--- config.mk ---
export PLATFORM = sky130hd
export DESIGN_NAME = rmt_recovery_walker_flat
export DESIGN_NICKNAME = d
export VERILOG_FILES = /design/src/rtl/rmt_recovery_walker_if.sv /design/src/rtl/rmt_recovery_walker.sv /design/src/flat_wrapper.sv
export SDC_FILE = /design/constraint.sdc
export NUM_CORES = 1
export LEC_CHECK = 0
export ABC_CLOCK_PERIOD_IN_PS = 1320
export BUFFER_PORTS_ARGS = -buffer_cell sky130_fd_sc_hd__buf_4
export CAP_MARGIN = 25
export CORE_ASPECT_RATIO = 1.1
export CORE_MARGIN = 2
export CORE_UTILIZATION = 30
export DETAILED_ROUTE_END_ITERATION = 8
export PLACE_DENSITY_LB_ADDON = 0.3
export SYNTH_ARGS = -nofsm -noshare
export SYNTH_HDL_FRONTEND = slang
export SYNTH_SLANG_ARGS = --single-unit
export TNS_END_PERCENT = 30
--- constraint.sdc ---
create_clock -name clk -period 1.32 [get_ports clk]
set_input_delay 0.264 -clock clk [delete_from_list [all_inputs] [get_ports clk]]
set_output_delay 0.264 -clock clk [all_outputs]
set_load 0.05 [all_outputs]
--- src/rtl/rmt_recovery_walker_if.sv ---
// Handshake and RMT port bundle for the recovery walker.
// The master side is the recovery manager plus the retirement RMT; the slave side is the walker.
interface rmt_recovery_walker_if #(
  parameter int READ_WIDTH = 2,
  parameter int LREG_BIT   = 6,
  parameter int PREG_BIT   = 7
);
  logic                           recoveryStart;
  logic                           recoveryBusy;
  logic                           recoveryDone;
  logic [READ_WIDTH*LREG_BIT-1:0] rrmtReadLogRegNum;
  logic [READ_WIDTH*PREG_BIT-1:0] rrmtReadPhyRegNum;
  logic [READ_WIDTH-1:0]          rmtWe;
  logic [READ_WIDTH*LREG_BIT-1:0] rmtWriteLogRegNum;
  logic [READ_WIDTH*PREG_BIT-1:0] rmtWritePhyRegNum;

  modport master (
    output recoveryStart, rrmtReadPhyRegNum,
    input  recoveryBusy, recoveryDone, rrmtReadLogRegNum,
    input  rmtWe, rmtWriteLogRegNum, rmtWritePhyRegNum
  );

  modport slave (
    input  recoveryStart, rrmtReadPhyRegNum,
    output recoveryBusy, recoveryDone, rrmtReadLogRegNum,
    output rmtWe, rmtWriteLogRegNum, rmtWritePhyRegNum
  );
endinterface

--- src/rtl/rmt_recovery_walker.sv ---
// Copies the retirement RMT into the rename RMT, READ_WIDTH logical registers per cycle.
// Optional macro RMT_RECOVERY_ZERO_SKIP_EN suppresses the write of logical register 0.
module rmt_recovery_walker #(
  parameter int LREG_NUM   = 64,
  parameter int READ_WIDTH = 2,
  parameter int LREG_BIT   = 6,
  parameter int PREG_BIT   = 7
) (
  input  logic                  clk,
  input  logic                  rst,
  rmt_recovery_walker_if.slave  rw
);
  // One extra index bit keeps idx+READ_WIDTH from wrapping past LREG_NUM.
  localparam int IW = LREG_BIT + 1;
  localparam logic [IW-1:0] LN = IW'(LREG_NUM);
  localparam logic [IW-1:0] LW = IW'(READ_WIDTH);

  typedef enum logic [1:0] {
    S_IDLE  = 2'd0,
    S_WALK  = 2'd1,
    S_DRAIN = 2'd2
  } state_t;

  state_t                         r_state;
  state_t                         w_state_nxt;
  logic [IW-1:0]                  r_idx;
  logic [IW-1:0]                  w_idx_step;
  logic                           w_last;
  logic [READ_WIDTH-1:0]          w_lane_in;
  logic [READ_WIDTH-1:0]          w_lane_we;
  logic [READ_WIDTH*LREG_BIT-1:0] w_rd_addr;
  logic [READ_WIDTH-1:0]          r_we;
  logic [READ_WIDTH*LREG_BIT-1:0] r_wr_addr;
  logic [READ_WIDTH*PREG_BIT-1:0] r_wr_data;
  logic                           r_busy;
  logic                           r_done;
  logic                           w_busy_nxt;
  logic                           w_done_nxt;

  assign w_idx_step = r_idx + LW;
  assign w_last     = (w_idx_step >= LN);

  for (genvar g = 0; g < READ_WIDTH; g++) begin : g_lane
    logic [IW-1:0] w_lane_idx;
    assign w_lane_idx   = r_idx + IW'(g);
    assign w_lane_in[g] = (r_state == S_WALK) && (w_lane_idx < LN);
`ifdef RMT_RECOVERY_ZERO_SKIP_EN
    assign w_lane_we[g] = w_lane_in[g] && (w_lane_idx != {IW{1'b0}});
`else
    assign w_lane_we[g] = w_lane_in[g];
`endif
    assign w_rd_addr[g*LREG_BIT +: LREG_BIT] =
      w_lane_in[g] ? w_lane_idx[LREG_BIT-1:0] : {LREG_BIT{1'b0}};
  end

  // State and walk index; a start in any state rewinds the walk to register 0.
  always_ff @(posedge clk) begin
    if (rst) begin
      r_state <= S_IDLE;
      r_idx   <= {IW{1'b0}};
    end else begin
      r_state <= w_state_nxt;
      if (rw.recoveryStart) begin
        r_idx <= {IW{1'b0}};
      end else if (r_state == S_WALK) begin
        r_idx <= w_idx_step;
      end else begin
        r_idx <= r_idx;
      end
    end
  end

  always_comb begin
    w_state_nxt = r_state;
    case (r_state)
      S_IDLE:  w_state_nxt = rw.recoveryStart ? S_WALK : S_IDLE;
      S_WALK: begin
        if (rw.recoveryStart) begin
          w_state_nxt = S_WALK;
        end else if (w_last) begin
          w_state_nxt = S_DRAIN;
        end else begin
          w_state_nxt = S_WALK;
        end
      end
      S_DRAIN: w_state_nxt = rw.recoveryStart ? S_WALK : S_IDLE;
      default: w_state_nxt = S_IDLE;
    endcase
  end

  // Busy/done are computed from the next state so they can be driven from flops.
  always_comb begin
    w_busy_nxt = (w_state_nxt != S_IDLE);
    w_done_nxt = (w_state_nxt == S_DRAIN);
  end

  always_ff @(posedge clk) begin
    if (rst) begin
      r_busy <= 1'b0;
      r_done <= 1'b0;
    end else begin
      r_busy <= w_busy_nxt;
      r_done <= w_done_nxt;
    end
  end

  // One-stage write pipe: this cycle's reads become next cycle's rename-RMT writes.
  always_ff @(posedge clk) begin
    if (rst) begin
      r_we      <= {READ_WIDTH{1'b0}};
      r_wr_addr <= {(READ_WIDTH*LREG_BIT){1'b0}};
      r_wr_data <= {(READ_WIDTH*PREG_BIT){1'b0}};
    end else begin
      r_we      <= w_lane_we;
      r_wr_addr <= w_rd_addr;
      r_wr_data <= rw.rrmtReadPhyRegNum;
    end
  end

  assign rw.recoveryBusy      = r_busy;
  assign rw.recoveryDone      = r_done;
  assign rw.rrmtReadLogRegNum = w_rd_addr;
  assign rw.rmtWe             = r_we;
  assign rw.rmtWriteLogRegNum = r_wr_addr;
  assign rw.rmtWritePhyRegNum = r_wr_data;
endmodule

--- src/flat_wrapper.sv ---
// flat-port wrapper written by rule: the top's interface ports become plain ports
module rmt_recovery_walker_flat 
#(
  parameter int LREG_NUM   = 64,
  parameter int READ_WIDTH = 2,
  parameter int LREG_BIT   = 6,
  parameter int PREG_BIT   = 7
)
  (clk, rst, rw_recoveryStart, rw_rrmtReadPhyRegNum, rw_recoveryBusy, rw_recoveryDone, rw_rrmtReadLogRegNum, rw_rmtWe, rw_rmtWriteLogRegNum, rw_rmtWritePhyRegNum);
  rmt_recovery_walker_if #(.READ_WIDTH(READ_WIDTH), .LREG_BIT(LREG_BIT), .PREG_BIT(PREG_BIT)) rw_i ();
  input  logic clk;
  input  logic rst;
  input wire logic [$bits(rw_i.recoveryStart)-1:0] rw_recoveryStart;
  input wire logic [$bits(rw_i.rrmtReadPhyRegNum)-1:0] rw_rrmtReadPhyRegNum;
  output wire logic [$bits(rw_i.recoveryBusy)-1:0] rw_recoveryBusy;
  output wire logic [$bits(rw_i.recoveryDone)-1:0] rw_recoveryDone;
  output wire logic [$bits(rw_i.rrmtReadLogRegNum)-1:0] rw_rrmtReadLogRegNum;
  output wire logic [$bits(rw_i.rmtWe)-1:0] rw_rmtWe;
  output wire logic [$bits(rw_i.rmtWriteLogRegNum)-1:0] rw_rmtWriteLogRegNum;
  output wire logic [$bits(rw_i.rmtWritePhyRegNum)-1:0] rw_rmtWritePhyRegNum;
  assign rw_i.recoveryStart = rw_recoveryStart;
  assign rw_i.rrmtReadPhyRegNum = rw_rrmtReadPhyRegNum;
  assign rw_recoveryBusy = rw_i.recoveryBusy;
  assign rw_recoveryDone = rw_i.recoveryDone;
  assign rw_rrmtReadLogRegNum = rw_i.rrmtReadLogRegNum;
  assign rw_rmtWe = rw_i.rmtWe;
  assign rw_rmtWriteLogRegNum = rw_i.rmtWriteLogRegNum;
  assign rw_rmtWritePhyRegNum = rw_i.rmtWritePhyRegNum;
  rmt_recovery_walker #(.LREG_NUM(LREG_NUM), .READ_WIDTH(READ_WIDTH), .LREG_BIT(LREG_BIT), .PREG_BIT(PREG_BIT)) u_core (.clk(clk), .rst(rst), .rw(rw_i));
endmodule
==> results of run 1 <==
metal layers:
layer | track usage | share of wire
met5 | 0 | 0
met4 | 0.06383 | 0.019
met3 | 0.07561 | 0.13
met2 | 0.1940 | 0.48
met1 | 0.1159 | 0.38
worst max-delay path, cell delays in order, from the launching register on:
cell and delay (ns):
dfxtp_2 0.32, nand2b_4 0.14, nor2_4 0.13, and2_4 0.19, buf_8 0.14
state kept, by name (all words and copies together) (netlist names):
register and cells:
u_core.rw.rmtWritePhyRegNum 14, u_core.r_idx 6, u_core.rw.rmtWriteLogRegNum 5, u_core.r_state 2
u_core.rw.recoveryBusy 1, u_core.rw.recoveryDone 1, u_core.rw.rmtWe 1
layout make-up:
class	instances	area, um^2	share of cell area
clock inverters	3	40.04	0.02292
clock buffers	5	68.82	0.03940
flip-flops and latches	30	605.6	0.3467
multi-input cells	62	421.7	0.2414
well taps	50	62.56	0.03582
repair buffers	67	548.0	0.3138
per-stage QoR:
step                      cell area (um^2)  setup WS, ns
after detailed placement              1563       0.08236
after global placement                1563       0.07305
final                                 1747       -0.1551
after global routing                  1747       -0.2188
after CTS                             1733       -0.1609
after floorplan                       1181       -0.3261
power groups by stage:
stage / clock network [mW] / logic (mW) / registers, mW
global placement: 0 / 0.300 / 0.972
finish: 0.904 / 0.309 / 0.953
detailed placement: 0 / 0.302 / 0.973
CTS: 0.916 / 0.307 / 0.953
floorplan: 0 / 0.110 / 1.07
global route: 0.970 / 0.327 / 0.955
Yosys cell counts:
master     instances  share of area
buf_4             14          0.094
ha_1               1          0.011
or3_1              3          0.017
nand3_1            1         0.0045
and2_1             8          0.045
and2_2             2          0.013
mux2i_1            1         0.0090
clkbuf_1           2         0.0068
a2bb2oi_1          1         0.0079
nor3_1             1         0.0045
or2_2              1         0.0056
or4_1              1         0.0068
nor2b_1           15          0.084
nand3b_1           1         0.0068
nand2b_1           2          0.011
o31ai_1            1         0.0068
conb_1             1         0.0034
nand2_2            1         0.0056
a211oi_1           2          0.013
nor2_1             4          0.013
and3_1             1         0.0056
xor2_1             2          0.016
nand3_2            1         0.0090
dfxtp_1           30           0.54
buf_6              1          0.010
a21oi_1            4          0.018
nand4bb_1          1          0.010
o21ai_0            3          0.013
nand2_1            2         0.0068
worst max-delay path by stage:
stage | start | to | slack, ns | depth (start not counted)
2_1_floorplan | u_core.r_state[1] | rw_rrmtReadLogRegNum[10] | -0.33 | 5
3_3_place_gp | u_core.r_state[1] | rw_rrmtReadLogRegNum[7] | 0.07 | 4
3_5_place_dp | u_core.r_state[1] | rw_rrmtReadLogRegNum[1] | 0.08 | 4
4_1_cts | u_core.r_state[1] | rw_rrmtReadLogRegNum[1] | -0.16 | 4
5_1_grt | u_core.r_state[1] | rw_rrmtReadLogRegNum[7] | -0.22 | 4
6_report | u_core.r_state[1] | rw_rrmtReadLogRegNum[7] | -0.16 | 4
cells by family (layout without fill, tap and decap cells):
family                     count (synthesis)  count (layout)
muxes                                      1               1
and+or+nand+nor                           45              45
xor gates and xnor gates                   2               2
adders and majority gates                  1               1
DFF                                       30              30
AOI/OAI and AO/OA                         11              11
buffers and inverters                     17              75
other                                      1               2
timing repair:
action | in CTS | in global routing
resized for setup | 13 | 3
setup endpoints to repair | 11 | 14
pin swaps | 2 | 1
buffers inserted | 2 | 1
hold buffers | 0 | 0
==> impl_metrics.py, run 1 <==
metrics = {
    "outcome": {
        "violations": "setup timing",
        "status": "finished with violations",
    },
    "final_layout": {
        "diodes": 0,
        "fin_util": 0.4856,
        "layoutNonFillerInstCount": 217,
        "syn_to_final_growth_pct": 57.03,
        "fillers": 334,
        "fin_nets": 184,
        "drive_gt1_frac": 0.5449,
        "layout.cells.most_common": "buf_4",
        "layout_common_cells": "buf_4, dfxtp_1, nor2b_1, buf_6",
    },
    "logic_synthesis": {
        "synth_compound_gate_area_share": 0.05962,
        "synthMuxAreaShare": 0.008999,
        "synth-seq-cells": 30,
        "synthAdderAreaFrac": 0.01125,
        "synth_top_family_by_area": "simple AND/OR/NAND/NOR gates",
        "synthCells": 108,
        "seq_area_frac_synth": 0.5399,
        "synth_simple_gate_area_share": 0.2497,
        "synth_area_um2": 1112,
        "synth_xor_area_frac": 0.01575,
        "yosysWarnings": 0,
        "ys_types": 29,
        "syn_area_per_cell_um2": 10.30,
    },
    "die": {
        "dieHeight_um": 67.87,
        "die_w_um": 62.06,
        "num_rows": 23,
        "start_util": 0.3092,
        "dieArea_um2": 4211,
        "ioPinCount": 59,
        "core_um2": 3597,
    },
    "hold_path": {
        "hold_end": "u_core.rw.rmtWritePhyRegNum[6]",
        "hold_class": "in -> reg",
        "holdPathStages": 2,
        "hold_start": "rw_rrmtReadPhyRegNum[6]",
    },
    "timing": {
        "final.setup_skew_ns": 0.007869,
        "hold_slack_ns": 0.1868,
        "rsz0062_at_grt": "yes",
        "hold_viol_final": 0,
        "fin_crit_sh": 1.118,
        "maxSlewViolCount": 0,
        "setup_tns_ns": -1.760,
        "setup_viol": 17,
        "worst_slack_ns": -0.1551,
        "period_minus_slack_ns": 1.475,
        "fmax_mhz": 677.9,
    },
    "routing": {
        "detail-route-antenna-nets": 0,
        "drt-initial-drc-count": 11,
        "viasPerCell": 4.230,
        "vias": 918,
        "first_pass_iters": 4,
        "drt_wl_total_um": 2360,
        "drcViolationCount": 0,
        "avgRoutedWirePerCell_um": 10.88,
    },
    "setup_path": {
        "r2r_end": "u_core.r_idx[6]",
        "worstPathMaxFanout": 6,
        "critPathKind": "reg -> out",
        "required_ns": 1.06,
        "r2r_start": "u_core.r_state[1]",
        "cp.arrival_ns": 1.21,
        "end_kind": "output port",
        "rr_worst_depth": 5,
        "start_kind": "flop",
        "r2r_slack_ns": -0.13,
    },
    "pwr": {
        "ir_worst_vdd_mv": 0.7816,
        "p_per_area_nw_per_um2": 1240,
        "internal_power_mw": 1.606,
        "power_mw": 2.166,
        "seqPwrFrac": 0.440,
        "power_frac_comb": 0.143,
        "p_sw_frac": 0.2584,
        "p_sw_uw": 559.6,
        "clock_power_share": 0.417,
        "p_leak_nw": 0.7961,
    },
    "cts": {
        "cts_root_buf": "clkbuf_8",
        "cts_max_level": 2,
        "cts_tree": "yes",
        "clkLatencyLatePin_ns": 0.29,
        "clock-sinks": 30,
        "cts_buffers": 5,
        "clockBufferDepth": 2,
        "clkTransAtPathRegs_ns": 0.07,
    },
    "flow_run": {
        "maxCapViolations": 0,
    },
    "global_routing": {
        "grt_pass1_vias": 859,
        "track_usage": 0.1201,
        "gr-total-overflow": 0,
        "grt_max_degree": 18,
        "antenna_found_initial": 0,
        "grt_pass1_wl_um": 3567,
    },
    "placement": {
        "port_buffers": 56,
        "post-place-cells": 206,
        "gp_congestion": 0.7704,
        "hpwl_um": 1772,
    },
}
No activity file was read; power rests on OpenSTA's default activity.
==> run 2, diff against run 1 <==
Settings changed: CORE_UTILIZATION 30 to 43.
==> impl_metrics.py, run 2 (synthesis gave the netlist of run 1 again) <==
metrics = {
    "placement": {
        "dp_slack_ns": 0.07315,
        "port_buffers": 56,
        "gp_congestion": 0.8141,
        "hpwl_um": 1656,
    },
    "setup_path": {
        "slowest_stage": "dfxtp_1",
        "critPathBufInv": 1,
        "worstPathMaxFanout": 6,
        "crit_chain": "nand2b_4 -> nor2_4 -> and2_4 -> buf_6",
        "required_ns": 1.06,
        "critPathKind": "reg -> out",
        "cp.arrival_ns": 1.25,
        "start_kind": "flop",
        "end_kind": "output port",
        "cp_slowest_stage_delay_ns": 0.31,
        "cpLargestDelayFamily": "simple AND/OR/NAND/NOR gates",
    },
    "cts": {
        "cts_root_buf": "clkbuf_4",
        "clock-sinks": 30,
        "cts_max_level": 2,
        "cts_tree": "yes",
        "clkTransAtPathRegs_ns": 0.09,
        "clkLatencyLatePin_ns": 0.32,
        "clockBufferDepth": 2,
        "cts-hold-fix-buffers": 0,
        "cts_buffers": 5,
    },
    "die": {
        "start_util": 0.4499,
        "num_rows": 19,
        "die_w_um": 52.50,
        "ioPinCount": 59,
        "dieHeight_um": 57.34,
        "core_um2": 2472,
        "dieArea_um2": 3010,
    },
    "pwr": {
        "p_per_area_nw_per_um2": 1046,
        "ir_worst_vdd_mv": 1.019,
        "p_leak_nw": 0.7627,
        "power_mw": 1.736,
    },
    "timing": {
        "worst_slack_ns": -0.1891,
        "rsz0062_at_grt": "yes",
        "maxSlewViolCount": 0,
        "setup_tns_ns": -1.860,
        "hold_viol_final": 0,
        "hold_slack_ns": 0.1437,
        "fin_crit_sh": 1.143,
        "final.setup_skew_ns": 0.004605,
        "setup_viol": 11,
        "fmax_mhz": 662.7,
        "period_minus_slack_ns": 1.509,
    },
    "global_routing": {
        "gr-total-overflow": 0,
        "grt_max_degree": 18,
        "track_usage": 0.1628,
        "grt_pass1_wl_um": 3525,
        "grt_pass1_vias": 858,
        "antenna_found_initial": 0,
    },
    "final_layout": {
        "largest_reg_flops": 14,
        "layout_common_cells": "buf_4, dfxtp_1, nor2b_1, buf_6",
        "syn_to_final_growth_pct": 49.16,
        "layout.cells.most_common": "buf_4",
        "diodes": 0,
        "drive_gt1_frac": 0.5549,
        "fin_nets": 182,
    },
    "outcome": {
        "status": "finished with violations",
        "violations": "setup timing",
    },
    "routing": {
        "vias": 908,
        "drt-initial-drc-count": 2,
        "detail-route-antenna-nets": 0,
        "drt_wl_total_um": 2200,
        "drcViolationCount": 0,
        "first_pass_iters": 4,
        "viasPerCell": 4.656,
        "avgRoutedWirePerCell_um": 11.28,
    },
    "hold_path": {
        "hold_class": "in -> reg",
    },
    "flow_run": {
        "maxCapViolations": 0,
    },
}
[run 2: worst paths after layout]
check	to	slack [ns]	from	depth (start not counted)
max	rw_rrmtReadLogRegNum[8]	-0.19	u_core.r_state[1]	4
max reg2reg	u_core.r_idx[4]	0.03	u_core.r_state[1]	5
min reg2reg	u_core.rw.rmtWriteLogRegNum[7]	0.52	u_core.r_idx[1]	1
min	u_core.rw.rmtWritePhyRegNum[12]	0.14	rw_rrmtReadPhyRegNum[12]	2
[run 2: metrics by stage]
stage | std cells | util | cell area, um^2
after global routing | 195 | 0.6711 | 1659
after global placement | 187 | 0.6225 | 1539
after CTS | 195 | 0.6635 | 1640
after floorplan | 109 | - | 1181
after detailed placement | 187 | 0.6225 | 1539
final | 195 | 0.6711 | 1659
[run 2: area by class of cell]
class | count | area [um^2]
Tap cell | 31 | 38.79
Clock buffer | 5 | 37.54
Multi-Input combinational cell | 62 | 434.2
Timing Repair Buffer | 65 | 533.0
Clock inverter | 2 | 10.01
Fill cell | 203 | 813.3
Sequential cell | 30 | 605.6
[run 2: worst reg2reg max path: cells and delay by family, from the launching register on]
family,cells,cell delay (ns)
flops,1,0.31
buf+inv,2,0.31
compound gates,1,0.11
simple gates,2,0.50
[run 2: power by group]
part	total, mW	internal [mW]	switching [mW]
combinational	0.305	0.109	0.195
clock	0.480	0.191	0.289
sequential	0.951	0.937	0.0140
[run 2: layer usage]
layer,wire [um],global-route usage,vias to the layer above,part of all wire
met5,0,0,-,0
met4,38,0.07326,0,0.017
met3,160,0.07592,5,0.073
met2,1134,0.2768,34,0.52
met1,866,0.1672,420,0.39
li1,-,-,449,-
[run 2: repair_timing]
action | CTS | global route
endpoints found under the setup margin | 11 | 15
buffers inserted | 1 | 0
pin swaps | 2 | 3
gates resized for setup | 13 | 6
==> run 3, diff against run 2 <==
Settings changed: CORE_UTILIZATION 43 to 45, CTS_BUF_LIST set to sky130_fd_sc_hd__clkbuf_4.
==> impl_metrics.py, run 3 (synthesis gave the netlist of run 1 again) <==
metrics = {
    "timing": {
        "rsz0062_at_grt": "yes",
        "setup_viol": 12,
        "maxSlewViolCount": 0,
        "setup_tns_ns": -2.035,
        "hold_viol_final": 0,
        "period_minus_slack_ns": 1.515,
        "fin_crit_sh": 1.148,
        "worst_slack_ns": -0.1950,
        "final.setup_skew_ns": 0.004593,
        "fmax_mhz": 660.1,
    },
    "setup_path": {
        "cp.arrival_ns": 1.25,
        "start_kind": "flop",
        "required_ns": 1.06,
        "end_kind": "output port",
        "worstPathMaxFanout": 6,
        "critPathKind": "reg -> out",
    },
    "cts": {
        "clkLatencyLatePin_ns": 0.32,
        "clkTransAtPathRegs_ns": 0.09,
        "clockBufferDepth": 2,
        "cts_max_level": 2,
        "cts_root_buf": "clkbuf_4",
        "cts_buffers": 5,
        "cts_tree": "yes",
        "cts-hold-fix-buffers": 0,
        "clock-sinks": 30,
    },
    "final_layout": {
        "area.sequential_um2": 606.8,
        "layout_common_cells": "buf_4, dfxtp_1, nor2b_1, buf_6",
        "drive_gt1_frac": 0.5366,
        "diodes": 0,
        "syn_to_final_growth_pct": 51.18,
        "layout.cells.most_common": "buf_4",
        "fin_nets": 182,
        "largest_reg_flops": 14,
        "multi_input_area_um2": 421.7,
        "fin_util": 0.7320,
        "fillers": 186,
    },
    "die": {
        "core_um2": 2297,
        "ioPinCount": 59,
        "num_rows": 18,
        "dieHeight_um": 56.15,
        "die_w_um": 51.41,
        "start_util": 0.4842,
        "dieArea_um2": 2886,
    },
    "global_routing": {
        "antenna_found_initial": 0,
        "grt_pass1_vias": 872,
        "gr-total-overflow": 0,
        "track_usage": 0.1731,
        "grt_pass1_wl_um": 3608,
        "grt_max_degree": 18,
    },
    "routing": {
        "first_pass_iters": 4,
        "vias": 897,
        "drcViolationCount": 0,
        "avgRoutedWirePerCell_um": 11.57,
        "drt-initial-drc-count": 13,
        "viasPerCell": 4.624,
        "detail-route-antenna-nets": 0,
        "drt_wl_total_um": 2244,
    },
    "placement": {
        "hpwl_um": 1684,
        "port_buffers": 56,
        "gp_congestion": 0.7455,
    },
    "flow_run": {
        "maxCapViolations": 0,
    },
    "pwr": {
        "p_per_area_nw_per_um2": 1152,
        "p_leak_nw": 0.7728,
        "ir_worst_vdd_mv": 0.7854,
    },
    "hold_path": {
        "hold_class": "in -> reg",
    },
    "outcome": {
        "status": "finished with violations",
        "violations": "setup timing",
    },
}
run 3: cell count changes in the layout (fill, tap and decap cells not counted), sizes merged:
cell | before | now
bufinv | 0 | 1
clkinv | 2 | 1
run 3: through the flow:
stage	hold slack, ns	setup WS [ns]	power, mW	cell area [um^2]	instances
floorplan	0.3356	-0.3261	1.179	1181	109
CTS	0.1338	-0.2215	1.951	1658	193
detailed placement	0.4824	0.06372	1.277	1530	185
global placement	0.4738	0.08712	1.271	1530	185
global route	0.1387	-0.2573	2.011	1682	194
finish	0.1478	-0.1950	1.937	1682	194
run 3: power by group:
group / switching (mW) / internal (mW) / total, mW
clock: 0.288 / 0.382 / 0.670
sequential: 0.0143 / 0.937 / 0.952
combinational: 0.197 / 0.118 / 0.315
run 3: repair_timing:
item,4_1_cts,5_1_grt
setup endpoints to repair,11,15
resized for setup,13,7
gates cloned,0,0
setup buffers,1,1
pin swaps,3,3
run 3: area by class of cell:
class / instances / share of cell area
repair buffers: 65 / 0.3237
well taps: 30 / 0.02232
clock inverters: 2 / 0.02009
flip-flops and latches: 30 / 0.3609
clock buffers: 5 / 0.02232
multi-input cells: 62 / 0.2507
run 3: worst paths after layout:
| kind | end | cells after the start | slack, ns | start |
|---|---|---|---|---|
| min | u_core.rw.rmtWritePhyRegNum[3] | 2 | 0.15 | rw_rrmtReadPhyRegNum[3] |
| max reg2reg | u_core.r_idx[6] | 4 | -0.02 | u_core.r_state[1] |
| max | rw_rrmtReadLogRegNum[2] | 4 | -0.20 | u_core.r_state[1] |
| min reg2reg | u_core.rw.rmtWriteLogRegNum[5] | 1 | 0.51 | u_core.r_idx[5] |
run 3: layer usage:
| layer | vias up | share of wire | track usage |
|---|---|---|---|
| met4 | 0 | 0.011 | 0.1053 |
| met5 | - | 0 | 0 |
| li1 | 451 | - | - |
| met1 | 400 | 0.37 | 0.1599 |
| met3 | 2 | 0.086 | 0.07527 |
| met2 | 44 | 0.53 | 0.3022 |
run 3: critical path, cell delays in order, from the launching register on:
cell and delay, ns:
dfxtp_1 0.31, nand2b_4 0.14, nor2_4 0.14, and2_4 0.18, buf_6 0.15
